**src/rtl/mac_pkg.sv**
```systemverilog
// Shared defaults and helpers for the multichannel multiply-accumulate array.
package mac_pkg;

  localparam int MAC_DATA_W   = 4;
  localparam int MAC_ACC_W    = 10;
  localparam int MAC_CHANNELS = 2;

  localparam int MAC_WRAP = 0;
  localparam int MAC_SAT  = 1;

  // Ceiling log2; returns 0 for n <= 1, so callers clamp to a 1-bit minimum.
  function automatic int clog2(input int n);
    int r;
    r = 0;
    for (int i = 0; i < 31; i++) begin
      if ((1 << i) < n) r = i + 1;
    end
    return r;
  endfunction

endpackage

```
**src/rtl/mac_acc_lane.sv**
```systemverilog
// One accumulator channel: wrap/saturate adder plus sticky overflow flag.
module mac_acc_lane
  import mac_pkg::*;
#(
  parameter int ACC_W    = MAC_ACC_W,
  parameter int SATURATE = MAC_WRAP
) (
  input  logic             clk,
  input  logic             reset,
  input  logic             en,
  input  logic             clear,
  input  logic [ACC_W-1:0] p,
  output logic [ACC_W-1:0] acc,
  output logic             overflow
);

  logic [ACC_W-1:0] acc_reg;
  logic             ovf_reg;
  logic [ACC_W:0]   sum;
  logic [ACC_W-1:0] acc_next;

  // One extra bit of sum width exposes the carry that signals overflow.
  always_comb begin
    sum      = {1'b0, (clear ? {ACC_W{1'b0}} : acc_reg)} + {1'b0, p};
    acc_next = sum[ACC_W-1:0];
    if (sum[ACC_W] && (SATURATE == MAC_SAT)) acc_next = {ACC_W{1'b1}};
  end

  always_ff @(posedge clk or negedge reset) begin
    if (!reset) begin
      acc_reg <= '0;
      ovf_reg <= 1'b0;
    end else if (en) begin
      acc_reg <= acc_next;
      ovf_reg <= clear ? 1'b0 : (ovf_reg | sum[ACC_W]);
    end
  end

  assign acc      = acc_reg;
  assign overflow = ovf_reg;

endmodule

```
**src/rtl/multichannel_mac.sv**
```systemverilog
// Pipelined MAC array: shared multiplier stage feeding per-channel accumulator lanes.
module multichannel_mac
  import mac_pkg::*;
#(
  parameter int DATA_W   = MAC_DATA_W,
  parameter int ACC_W    = MAC_ACC_W,
  parameter int CHANNELS = MAC_CHANNELS,
  parameter int SATURATE = MAC_WRAP,
  localparam int CH_W    = (clog2(CHANNELS) > 1) ? clog2(CHANNELS) : 1
) (
  input  logic                      clk,
  input  logic                      reset,
  input  logic                      in_valid,
  input  logic [DATA_W-1:0]         in_a,
  input  logic [DATA_W-1:0]         in_b,
  input  logic [CH_W-1:0]           in_chan,
  input  logic                      in_clear,
  output logic [CHANNELS*ACC_W-1:0] acc_out,
  output logic                      out_valid,
  output logic [CH_W-1:0]           out_chan,
  output logic [CHANNELS-1:0]       overflow
);

  logic [2*DATA_W-1:0] prod;
  logic                in_range;
  logic                accept;

  logic [ACC_W-1:0]    p1_reg;
  logic [CH_W-1:0]     chan1_reg;
  logic                clear1_reg;
  logic                v1_reg;
  logic                out_valid_reg;
  logic [CH_W-1:0]     out_chan_reg;

  assign prod     = {{DATA_W{1'b0}}, in_a} * {{DATA_W{1'b0}}, in_b};
  assign in_range = ({{(32-CH_W){1'b0}}, in_chan} < 32'(CHANNELS));
  assign accept   = in_valid && in_range;

  always_ff @(posedge clk or negedge reset) begin
    if (!reset) begin
      p1_reg     <= '0;
      chan1_reg  <= '0;
      clear1_reg <= 1'b0;
      v1_reg     <= 1'b0;
    end else begin
      v1_reg <= accept;
      if (accept) begin
        p1_reg     <= ACC_W'(prod);
        chan1_reg  <= in_chan;
        clear1_reg <= in_clear;
      end
    end
  end

  // out_chan keeps the last updated channel between pulses.
  always_ff @(posedge clk or negedge reset) begin
    if (!reset) begin
      out_valid_reg <= 1'b0;
      out_chan_reg  <= '0;
    end else begin
      out_valid_reg <= v1_reg;
      if (v1_reg) out_chan_reg <= chan1_reg;
    end
  end

  generate
    for (genvar gi = 0; gi < CHANNELS; gi++) begin : g_lane
      logic lane_en;
      assign lane_en = v1_reg && (chan1_reg == CH_W'(gi));

      mac_acc_lane #(
        .ACC_W    (ACC_W),
        .SATURATE (SATURATE)
      ) u_lane (
        .clk      (clk),
        .reset    (reset),
        .en       (lane_en),
        .clear    (clear1_reg),
        .p        (p1_reg),
        .acc      (acc_out[gi*ACC_W +: ACC_W]),
        .overflow (overflow[gi])
      );
    end
  endgenerate

  assign out_valid = out_valid_reg;
  assign out_chan  = out_chan_reg;

endmodule
```
**config.mk**
```make
export PLATFORM = sky130hd
export DESIGN_NAME = multichannel_mac
export DESIGN_NICKNAME = d
export VERILOG_FILES = /design/src/rtl/mac_pkg.sv /design/src/rtl/mac_acc_lane.sv /design/src/rtl/multichannel_mac.sv
export SDC_FILE = /design/constraint.sdc
export NUM_CORES = 1
export LEC_CHECK = 0
export ABC_AREA = 1
export BUFFER_PORTS_ARGS = -buffer_cell sky130_fd_sc_hd__buf_2
export CELL_PAD_IN_SITES_DETAIL_PLACEMENT = 0
export CELL_PAD_IN_SITES_GLOBAL_PLACEMENT = 2
export CORE_ASPECT_RATIO = 0.7
export CORE_UTILIZATION = 37
export CTS_BUF_LIST = sky130_fd_sc_hd__clkbuf_4
export CTS_CLUSTER_DIAMETER = 80
export CTS_CLUSTER_SIZE = 14
export DETAILED_ROUTE_END_ITERATION = 10
export GPL_ROUTABILITY_DRIVEN = 0
export HOLD_SLACK_MARGIN = 0.02
export PLACE_DENSITY_LB_ADDON = 0.15
export SLEW_MARGIN = 10
export SYNTH_ARGS = -nofsm -noshare
export SYNTH_HDL_FRONTEND = slang
export SYNTH_SLANG_ARGS = --single-unit
```
**constraint.sdc**
```tcl
create_clock -name clk -period 2.96 [get_ports clk]
set_input_delay 0.148 -clock clk [delete_from_list [all_inputs] [get_ports clk]]
set_output_delay 0.148 -clock clk [all_outputs]
set_load 0.1 [all_outputs]
```
* Word-level counts from Yosys, hierarchy flattened
Index checks and enable logic that the tools add are counted.
** Operators by class
- Mux-type cells :: 4
- $lt $le $gt $ge :: 0
- Equality and inequality tests :: 0
- Divide/modulo/power cells :: 0
- $mul :: 1
- Shifts and indexed selects :: 0
- Add/subtract/negate cells :: 2
- Bitwise logic cells :: 3
- Reduce and logical (&&, ||, !) cells :: 2
** Operators with widths (number)
- adder 10 x 8 -> 11 bit :: 2
- two-way mux 10 bit :: 2
- multiplier 4 x 4 -> 8 bit :: 1
- logical AND 1 bit :: 2
- two-way mux 1 bit :: 2
- OR 1 bit :: 2
- NOT 1 bit :: 1
** Word-level totals
- Bits in writable memories :: 0
- Memories :: 0
- Bits in read-only memories :: 0
- Latch bits :: 0
- Word-level logic and storage cells :: 22
- Bits in registers :: 35
- Input bits :: 13
- Output and inout bits :: 24

* Depth between registers and ports, before layout
Gate-level depths: netlist of run 1.
- Depth after elaboration :: 4
- Depth in mapped cells :: 14
- Mapped depth without buffers :: 13

* Modules after synthesis
A second synthesis of run 1 with hierarchy kept.
** Unflattened totals
- Cells, all modules :: 431
- Area, all modules :: 2935.3 sq um
** Modules (own cells, without submodules)
- mac_acc_lane at g_lane[1].u_lane :: area an instance 1003.5 sq um, cells an instance 155, sequential area each 275.3 sq um, instances 1
- mac_acc_lane at g_lane[0].u_lane :: area an instance 1001.0 sq um, cells an instance 153, sequential area each 275.3 sq um, instances 1
- multichannel_mac :: area an instance 930.9 sq um, cells an instance 123, sequential area each 325.3 sq um, instances 1

* Worst setup path before layout of run 1
Ideal clock, no wire load.
- Path type :: input to register
- Start :: in in_a[0]
- End :: reg p1_reg[6]
- Arrival :: 2.135 ns
- Slack :: 0.741 ns
- Buffers on the path :: 0
- Stages :: 9
- Setup time :: 0.084 ns
- Required time :: 2.876 ns
- Path through :: nand2_1 fa_1 inv_1 fa_1 fa_1 nand3_1 nand2_1 xnor2_1 o21ai_0
** On the way
- Word-level cells in the longest chain between the ends :: 1
** RTL lines
- start, declared :: RTL line multichannel_mac.sv:14 : input logic [DATA_W-1:0] in_a,
- multiplier 4 x 4 -> 8 bit :: RTL line multichannel_mac.sv:35 : assign prod = {{DATA_W{1'b0}}, in_a} * {{DATA_W{1'b0}}, in_b};
- end signal, assigned :: RTL line multichannel_mac.sv:48 : p1_reg <= ACC_W'(prod);
- end, declared :: RTL line multichannel_mac.sv:28 : logic [ACC_W-1:0] p1_reg;
No other way between the ends.
A chain may end at the register's enable or synchronous reset.

* Final worst setup path of run 1
- Start :: reg clear1_reg
- End :: reg g_lane[1].u_lane.acc_reg[8]
** On the way
- Word-level cells in the longest chain between the ends :: 2
** RTL lines
- start, declared :: RTL line multichannel_mac.sv:30 : logic clear1_reg;
- start signal, assigned :: RTL line multichannel_mac.sv:50 : clear1_reg <= in_clear;
- two-way mux 10 bit :: RTL line mac_acc_lane.sv:24 : sum = {1'b0, (clear ? {ACC_W{1'b0}} : acc_reg)} + {1'b0, p};
- adder 10 x 8 -> 11 bit :: RTL line mac_acc_lane.sv:24
- end signal, assigned :: RTL line mac_acc_lane.sv:34 : acc_reg <= acc_next;
- end, declared :: RTL line mac_acc_lane.sv:17 : logic [ACC_W-1:0] acc_reg;
No other way between the ends.

==> summary.txt, run 1 <==
Run status
  • Run status: completed

Layout
  • Max reg flops: 20
  • Multi-input logic area: around 1600 sq um
  • Area grow syn2layout: 12.65%
  • Post-route design area: ~3000 sq um
  • Layout fillers: 760
  • Reg area: roughly 880 sq um
  • Layout cells sized above 1: between 10% and 20%
  • Post-Layout Cell Count: between 500 and 600
  • Fin nets: 461
  • Ant diodes: 0

Placed design
  • Placement Cell Area: 2999 sq um
  • Setup WS pre-CTS: ~0.52 ns
  • IO Port Bufs: 36
  • Placed cell count: 498
  • Hpwl dp: around 5.0 mm

Logic synthesis
  • Post-synthesis cell type count: 30
  • Mapped Area: between 2000 and 3000 sq um
  • Main synth FF type: dfrtp_1
  • Post-synth top area share: 32.08%
  • Post-synth EDFFs: 0
  • Yosys warns: 0
  • Register area share after synthesis: 32.08%
  • Ys async rst share: 100.0%
  • Syn avg cell area: between 7 and 8 sq um
  • Commonest cells post-synth: 116 x nand2_1, 47 x inv_1, 39 x nor2_1
  • Area leader, netlist: dfrtp_1
  • Synth top area cells: dfrtp_1 32%, nand2_1 16%, ha_1 13%, inv_1 6.5%, nor2_1 5.4%
  • Count leader, synth: nand2_1
  • Synthesized Nets: 420
  • Yosys reg bits: 35
  • Synthesized instance count: about 370

Setup path
  • CP max stage delay: approximately 0.66 ns
  • Crit-path cells: nor2_1 -> ha_1 -> fa_1 -> nand3_1 -> nand2_1 -> nand2_1 -> nand2_1 -> nand2_1 -> xor2_1
  • Crit path top cell by count: nand2_1
  • Crit path kind: reg2reg
  • Worst Setup SP: clear1_reg
  • CP arrival: roughly 2.4 ns
  • Setup crit start kind: flip-flop
  • Buf/Inv on CP: 0
  • Worst-path fanout max: 9
  • CP delay by family, top: adder cells
  • Crit. End Element: flip-flop
  • CP Data Required Time: about 3.2 ns
  • RR Startpoint: clear1_reg
  • Slowest CP cell: dfrtp_1

Routing
  • 1st-pass router iterations: 4
  • Total Routed Length: between 6 and 7 mm
  • Vias: around 2300
  • # DRC: 0
  • Antenna viol nets, final: 0
  • DR WL/cell: ~13 microns
  • Initial DRC Count: between 60 and 70
  • Post-DR vias/cell: between 4 and 5

Floorplan
  • Core area: approximately 7000 sq um
  • Die area: slightly below 8000 sq um
  • # rows: 25
  • Starting Density: roughly two fifths
  • Width of the chip: 104.7 microns
  • DIE HEIGHT: 73.87 microns
  • I/O pins: 37

Worst hold path
  • Hold Crit Start: in_a[0]
  • Hold crit path type: in2reg

Clocking
  • Reg clk slew, reported paths: between 0.1 and 0.15 ns
  • Cts repair resizes: 0
  • Cts bufs inserted: 5
  • H-tree depth: 2
  • Hold-fix buffers, CTS: 3
  • Clk sinks: 35
  • Clock tree buffer depth: 2
  • Root Buffer: clkbuf_4
  • CTS tree: done
  • Clk_lat worst skew: 0.33 ns
  • Setup bufs post-CTS: 0

Timing
  • Final min period: about 2.1 ns
  • Final hold violation count: 0
  • Slew margin rel.: around 44%
  • Setup tns final: 0 ns
  • # setup viols final: 0
  • Setup ws final: between 0.8 and 0.9 ns
  • Tightest Pin Transition: about 0.84 ns
  • RSZ-0062 raised after global routing: false
  • Max-slew violation count: 0
  • Post-route clock period utilization: 72.17%
  • Fmax: roughly 0.47 GHz
  • Clk_skew: about 0.011 ns

GRT
  • GR Overflow Total: 0
  • Initial antenna violation count: 0
  • Vias in the first global route: approximately 2200
  • First-pass GRT wire length: about 11 mm
  • Largest net degree at the start of global routing: 36
  • GRT Util Overall: ~18%

Power and ir drop
  • LEAKAGE: between 1.5 and 2 nW
  • Pwr dens: between 800 and 900 nW/um^2
  • Max rail drop VDD: 0.6894 mV

Run
  • Max Cap Viol: 0
-- path summary, 6_finish.rpt --
check,to,slack (ns),depth (start not counted)
max in group asynchronous,g_lane[0].u_lane.acc[0],1.98,2
min in group asynchronous,g_lane[1].u_lane.acc[4],0.45,2
setup / recovery,g_lane[1].u_lane.acc[8],0.82,9
hold / removal,p1_reg[0],0.08,3
hold reg to reg,out_valid,0.50,0
setup reg to reg,g_lane[1].u_lane.acc[8],0.82,9
-- per-stage QoR --
step / power [mW] / utilization, % / hold slack (ns)
2_1_floorplan: 2.042 / - / -0.1476
3_3_place_gp: 2.327 / 43.19 / 0.3205
5_1_grt: 2.753 / 44.29 / 0.06668
6_report: 2.573 / 44.29 / 0.07598
4_1_cts: 2.603 / 44.29 / 0.05831
3_5_place_dp: 2.335 / 43.19 / 0.3190
-- worst register-to-register path: cells and delay by family (launching register included) --
family,cells,cell delay (ns)
AND/OR/NAND/NOR,6,0.59
XOR/XNOR,1,0.15
adder cells (fa/ha/maj),2,0.69
flip-flops,1,0.66
-- cell families after synthesis --
family	Yosys count	share of synthesized area [%]
adder cells (fa/ha/maj)	34	17.23
AND/OR/NAND/NOR	202	32.54
buffers and inverters	63	9.578
XOR/XNOR	4	1.283
AO/OA/AOI/OAI	35	7.286
flip-flops	35	32.08
-- cell type report --
class | count | share of cell area, %
well taps | 94 | 3.824
clock inverters | 2 | 0.2848
repair buffers | 41 | 7.323
inverters | 56 | 7.079
multi-input cells | 275 | 51.79
clock buffers | 5 | 1.221
flip-flops and latches | 35 | 28.48
-- cell usage in the layout (no fill, tap or decap), types with 5 or more instances in the layout --
cell type / synthesis / routed
clkinv_1: 4 / 5
inv_1: 47 / 47
o21ai_1: 10 / 10
dfrtp_1: 35 / 35
clkbuf_4: 0 / 5
buf_2: 2 / 36
ha_1: 28 / 28
a21oi_1: 9 / 9
nand2_1: 116 / 116
fa_1: 6 / 6
a21oi_2: 5 / 5
nand3_1: 25 / 25
o21ai_0: 7 / 7
nand3_2: 6 / 6
nand3b_1: 5 / 5
nor2_1: 39 / 39
nand2_2: 5 / 5
-- power by group --
| part | switching [mW] | internal, mW | total, mW |
|---|---|---|---|
| clock | 0.166 | 0.0844 | 0.251 |
| combinational | 1.27 | 0.364 | 1.63 |
| sequential | 0.0924 | 0.597 | 0.689 |
| total | 1.53 | 1.05 | 2.57 |
-- per-layer routing --
| layer | track usage, % | vias up | part of all wire, % |
|---|---|---|---|
| met5 | 0 | - | 0 |
| met4 | 3.286 | 0 | 0.42 |
| met3 | 3.283 | 2 | 3.5 |
| met2 | 27.67 | 28 | 39 |
| met1 | 26.43 | 1012 | 57 |
| li1 | - | 1260 | - |
Power figures use the tool's default switching activity.
==> inputs of run 2 (changes only) <==
--- a/config.mk
+++ b/config.mk
@@ -5,7 +5,7 @@
 export SDC_FILE = /design/constraint.sdc
 export NUM_CORES = 1
 export LEC_CHECK = 0
-export ABC_AREA = 1
+export ABC_AREA = 0
 export BUFFER_PORTS_ARGS = -buffer_cell sky130_fd_sc_hd__buf_2
 export CELL_PAD_IN_SITES_DETAIL_PLACEMENT = 0
 export CELL_PAD_IN_SITES_GLOBAL_PLACEMENT = 2
==> constraint.sdc (replaced) <==
create_clock -name clk -period 2 [get_ports clk]
set_input_delay 0.1 -clock clk [delete_from_list [all_inputs] [get_ports clk]]
set_output_delay 0.1 -clock clk [all_outputs]
set_load 0.1 [all_outputs]
==> run 2 against run 1 <==
- the flow now finishes with violations (setup timing)
- sequential power grew 68%
- setup slack lost 1.1 ns
- clock skew grew 0.013 ns
- via count shrank 7.5%
- highest routed layer unchanged
==> summary.txt, run 2 <==
Run status
  • Run status: finished, violations left
  • Violated checks: setup timing

Logic synthesis
  • Main synth FF type: dfrtp_1
  • Commonest cells post-synth: 35 x dfrtp_1, 28 x ha_1, 28 x o21ai_0
  • Post-synth EDFFs: 0
  • Post-synth top area share: around 35%
  • Mapped Area: approximately 2500 sq um
  • Yosys warns: 0
  • Synthesized instance count: 260
  • Synthesized Nets: ~310
  • Ys async rst share: 100.0%
  • Yosys reg bits: 35
  • Syn avg cell area: between 9 and 10 sq um
  • Post-synthesis cell type count: 40
  • Synth top area cells: dfrtp_1 35%, ha_1 14%, o21ai_0 5.5%, mux2_2 4.9%, fa_1 4.7%
  • Register area share after synthesis: 34.52%
  • Area leader, netlist: dfrtp_1
  • Count leader, synth: dfrtp_1

Layout
  • Max reg flops: 20
  • Most frequent cells in the layout: 39 x buf_4, 30 x buf_2, 22 x nand2_1, 20 x ha_1, 19 x dfrtp_1
  • Fin nets: roughly 400
  • Area grow syn2layout: 43.10%
  • Layout cells sized above 1: 48.14%
  • Final core occ: between 50% and 60%
  • Ant diodes: 0
  • Most common cell after layout, fill and taps aside: buf_4

Setup path
  • Buf/Inv on CP: 2
  • Worst-path fanout max: 2
  • R2R Setup Slk: -0.15 ns
  • CP delay by family, top: adder cells
  • Crit path kind: in2reg
  • Setup crit start kind: input pin
  • Slowest CP cell: fa_1
  • CP Data Required Time: around 2.2 ns
  • CP arrival: around 2.5 ns
  • Crit path top cell by count: fa_1
  • Crit-path cells: buf_4 -> nand2_4 -> fa_1 -> inv_2 -> fa_1 -> ha_1 -> a21o_1 -> a31o_2 -> a21oi_2 -> xnor2_1 -> mux2_4
  • Crit. End Element: flip-flop
  • CP max stage delay: about 0.53 ns

Routing
  • Post-DR vias/cell: ~4.8
  • Initial DRC Count: 33
  • # DRC: 0
  • Vias: between 2000 and 2500
  • Total Routed Length: ~6.3 mm
  • 1st-pass router iterations: 4
  • DR WL/cell: around 14 microns
  • Antenna viol nets, final: 0

Clocking
  • Root Buffer: clkbuf_4
  • H-tree depth: 2
  • Clk sinks: 35
  • Clock tree buffer depth: 2
  • Reg clk slew, reported paths: around 0.1 ns
  • CTS tree: done
  • Clk_lat worst skew: 0.35 ns
  • Cts bufs inserted: 5

Power and ir drop
  • LEAKAGE: approximately 1.8 nW
  • Max rail drop VDD: approximately 1.0 mV
  • Pwr dens: 1389 nW/um^2

GRT
  • GRT Util Overall: a little under a fifth
  • Vias in the first global route: about 2100
  • Largest net degree at the start of global routing: 36
  • GR Overflow Total: 0
  • First-pass GRT wire length: about 10 mm
  • Initial antenna violation count: 0

Run
  • Max Cap Viol: 0

Timing
  • RSZ-0062 raised after global routing: true
  • Final min period: around 2.3 ns
  • Fmax: 0.4400 GHz
  • Post-route clock period utilization: 113.6%
  • Clk_skew: about 0.023 ns
  • Final hold violation count: 0
  • # setup viols final: 9
  • Slew margin rel.: about 48%
  • Hold WS: around 0.12 ns
  • Setup ws final: -0.2726 ns
  • Max-slew violation count: 0
  • Tightest Pin Transition: ~0.78 ns

Floorplan
  • DIE HEIGHT: between 70 and 80 microns
  • # rows: 24
  • Width of the chip: between 100 and 150 microns
  • Die area: between 7000 and 8000 sq um
  • Starting Density: 39.49%
  • Core area: roughly 6400 sq um
  • I/O pins: 37

Worst hold path
  • Hold crit path type: in2reg

Placed design
  • Hpwl dp: about 4.5 mm
  • IO Port Bufs: 36
==> run 2: logic make-up (layout without fill, tap and decap cells) <==
family	Yosys count	count (layout)	synth area share [%]
adders and majority gates	34	34	18.54
muxes	12	12	5.276
buffers and inverters	19	108	3.156
xor gates and xnor gates	16	16	5.523
and+or+nand+nor	68	68	13.07
AOI/OAI and AO/OA	76	76	19.92
DFF	35	35	34.52
==> run 2: what timing repair did <==
action | CTS | global route
hold buffers | 4 | 0
pin swaps | 28 | 50
setup buffers | 7 | 7
setup endpoints to repair | 15 | 17
endpoints found under the hold margin | 38 | 0
gates resized for setup | 36 | 43
==> run 2: power breakdown <==
part / internal, mW / leakage (nW) / switching [mW]
sequential: 0.968 / 0.414 / 0.194
clock: 0.146 / 0.0331 / 0.246
combinational: 1.20 / 1.31 / 2.28
total: 2.32 / 1.76 / 2.73
==> run 2: through the flow <==
stage | setup WS (ns) | TNS, ns | area (sq um) | power, mW | std cells
after global placement | -0.5747 | -3.435 | 3171 | 4.253 | 418
after detailed placement | -0.6295 | -3.503 | 3171 | 4.263 | 418
final | -0.2726 | -1.147 | 3631 | 5.044 | 440
after floorplan | -0.3881 | -1.867 | 2623 | 3.510 | 260
after CTS | -0.2179 | -1.264 | 3437 | 4.865 | 436
after global routing | -0.3138 | -2.132 | 3631 | 5.382 | 440
==> run 2: worst register-to-register path: stages (launching register included) <==
cell and delay (ns):
dfrtp_2 0.46, buf_6 0.16, buf_6 0.11, buf_6 0.12
nor2b_4 0.04, ha_2 0.32, o211a_1 0.21, a41oi_2 0.15
o211a_1 0.25, a221o_1 0.25
==> run 2: worst paths after layout <==
check,startpoint,end,depth (start not counted)
hold reg to reg,v1_reg,out_valid,0
min in group asynchronous,reset,g_lane[0].u_lane.acc[9],2
setup reg to reg,clear1_reg,g_lane[0].u_lane.acc[9],9
hold / removal,in_a[0],p1_reg[0],4
setup / recovery,in_a[1],p1_reg[7],11
max in group asynchronous,reset,g_lane[1].u_lane.acc[0],2
==> run 2: layout make-up <==
type,instances,area [sq um]
clock inverter,2,8.758
sequential,35,908.4
fill,603,2795
clock buffer,6,45.04
timing repair buffer,89,674.4
tap,91,113.9
inverter,11,41.29
multi-input combinational,206,1839
==> run 2: metal layers <==
metal | GRT usage [%] | vias up | wire [microns]
li1 | - | 1094 | -
met1 | 26.72 | 1009 | 3193
met2 | 28.92 | 22 | 2876
met3 | 3.805 | 5 | 160
met4 | 4.992 | 0 | 45
met5 | 0 | - | 0
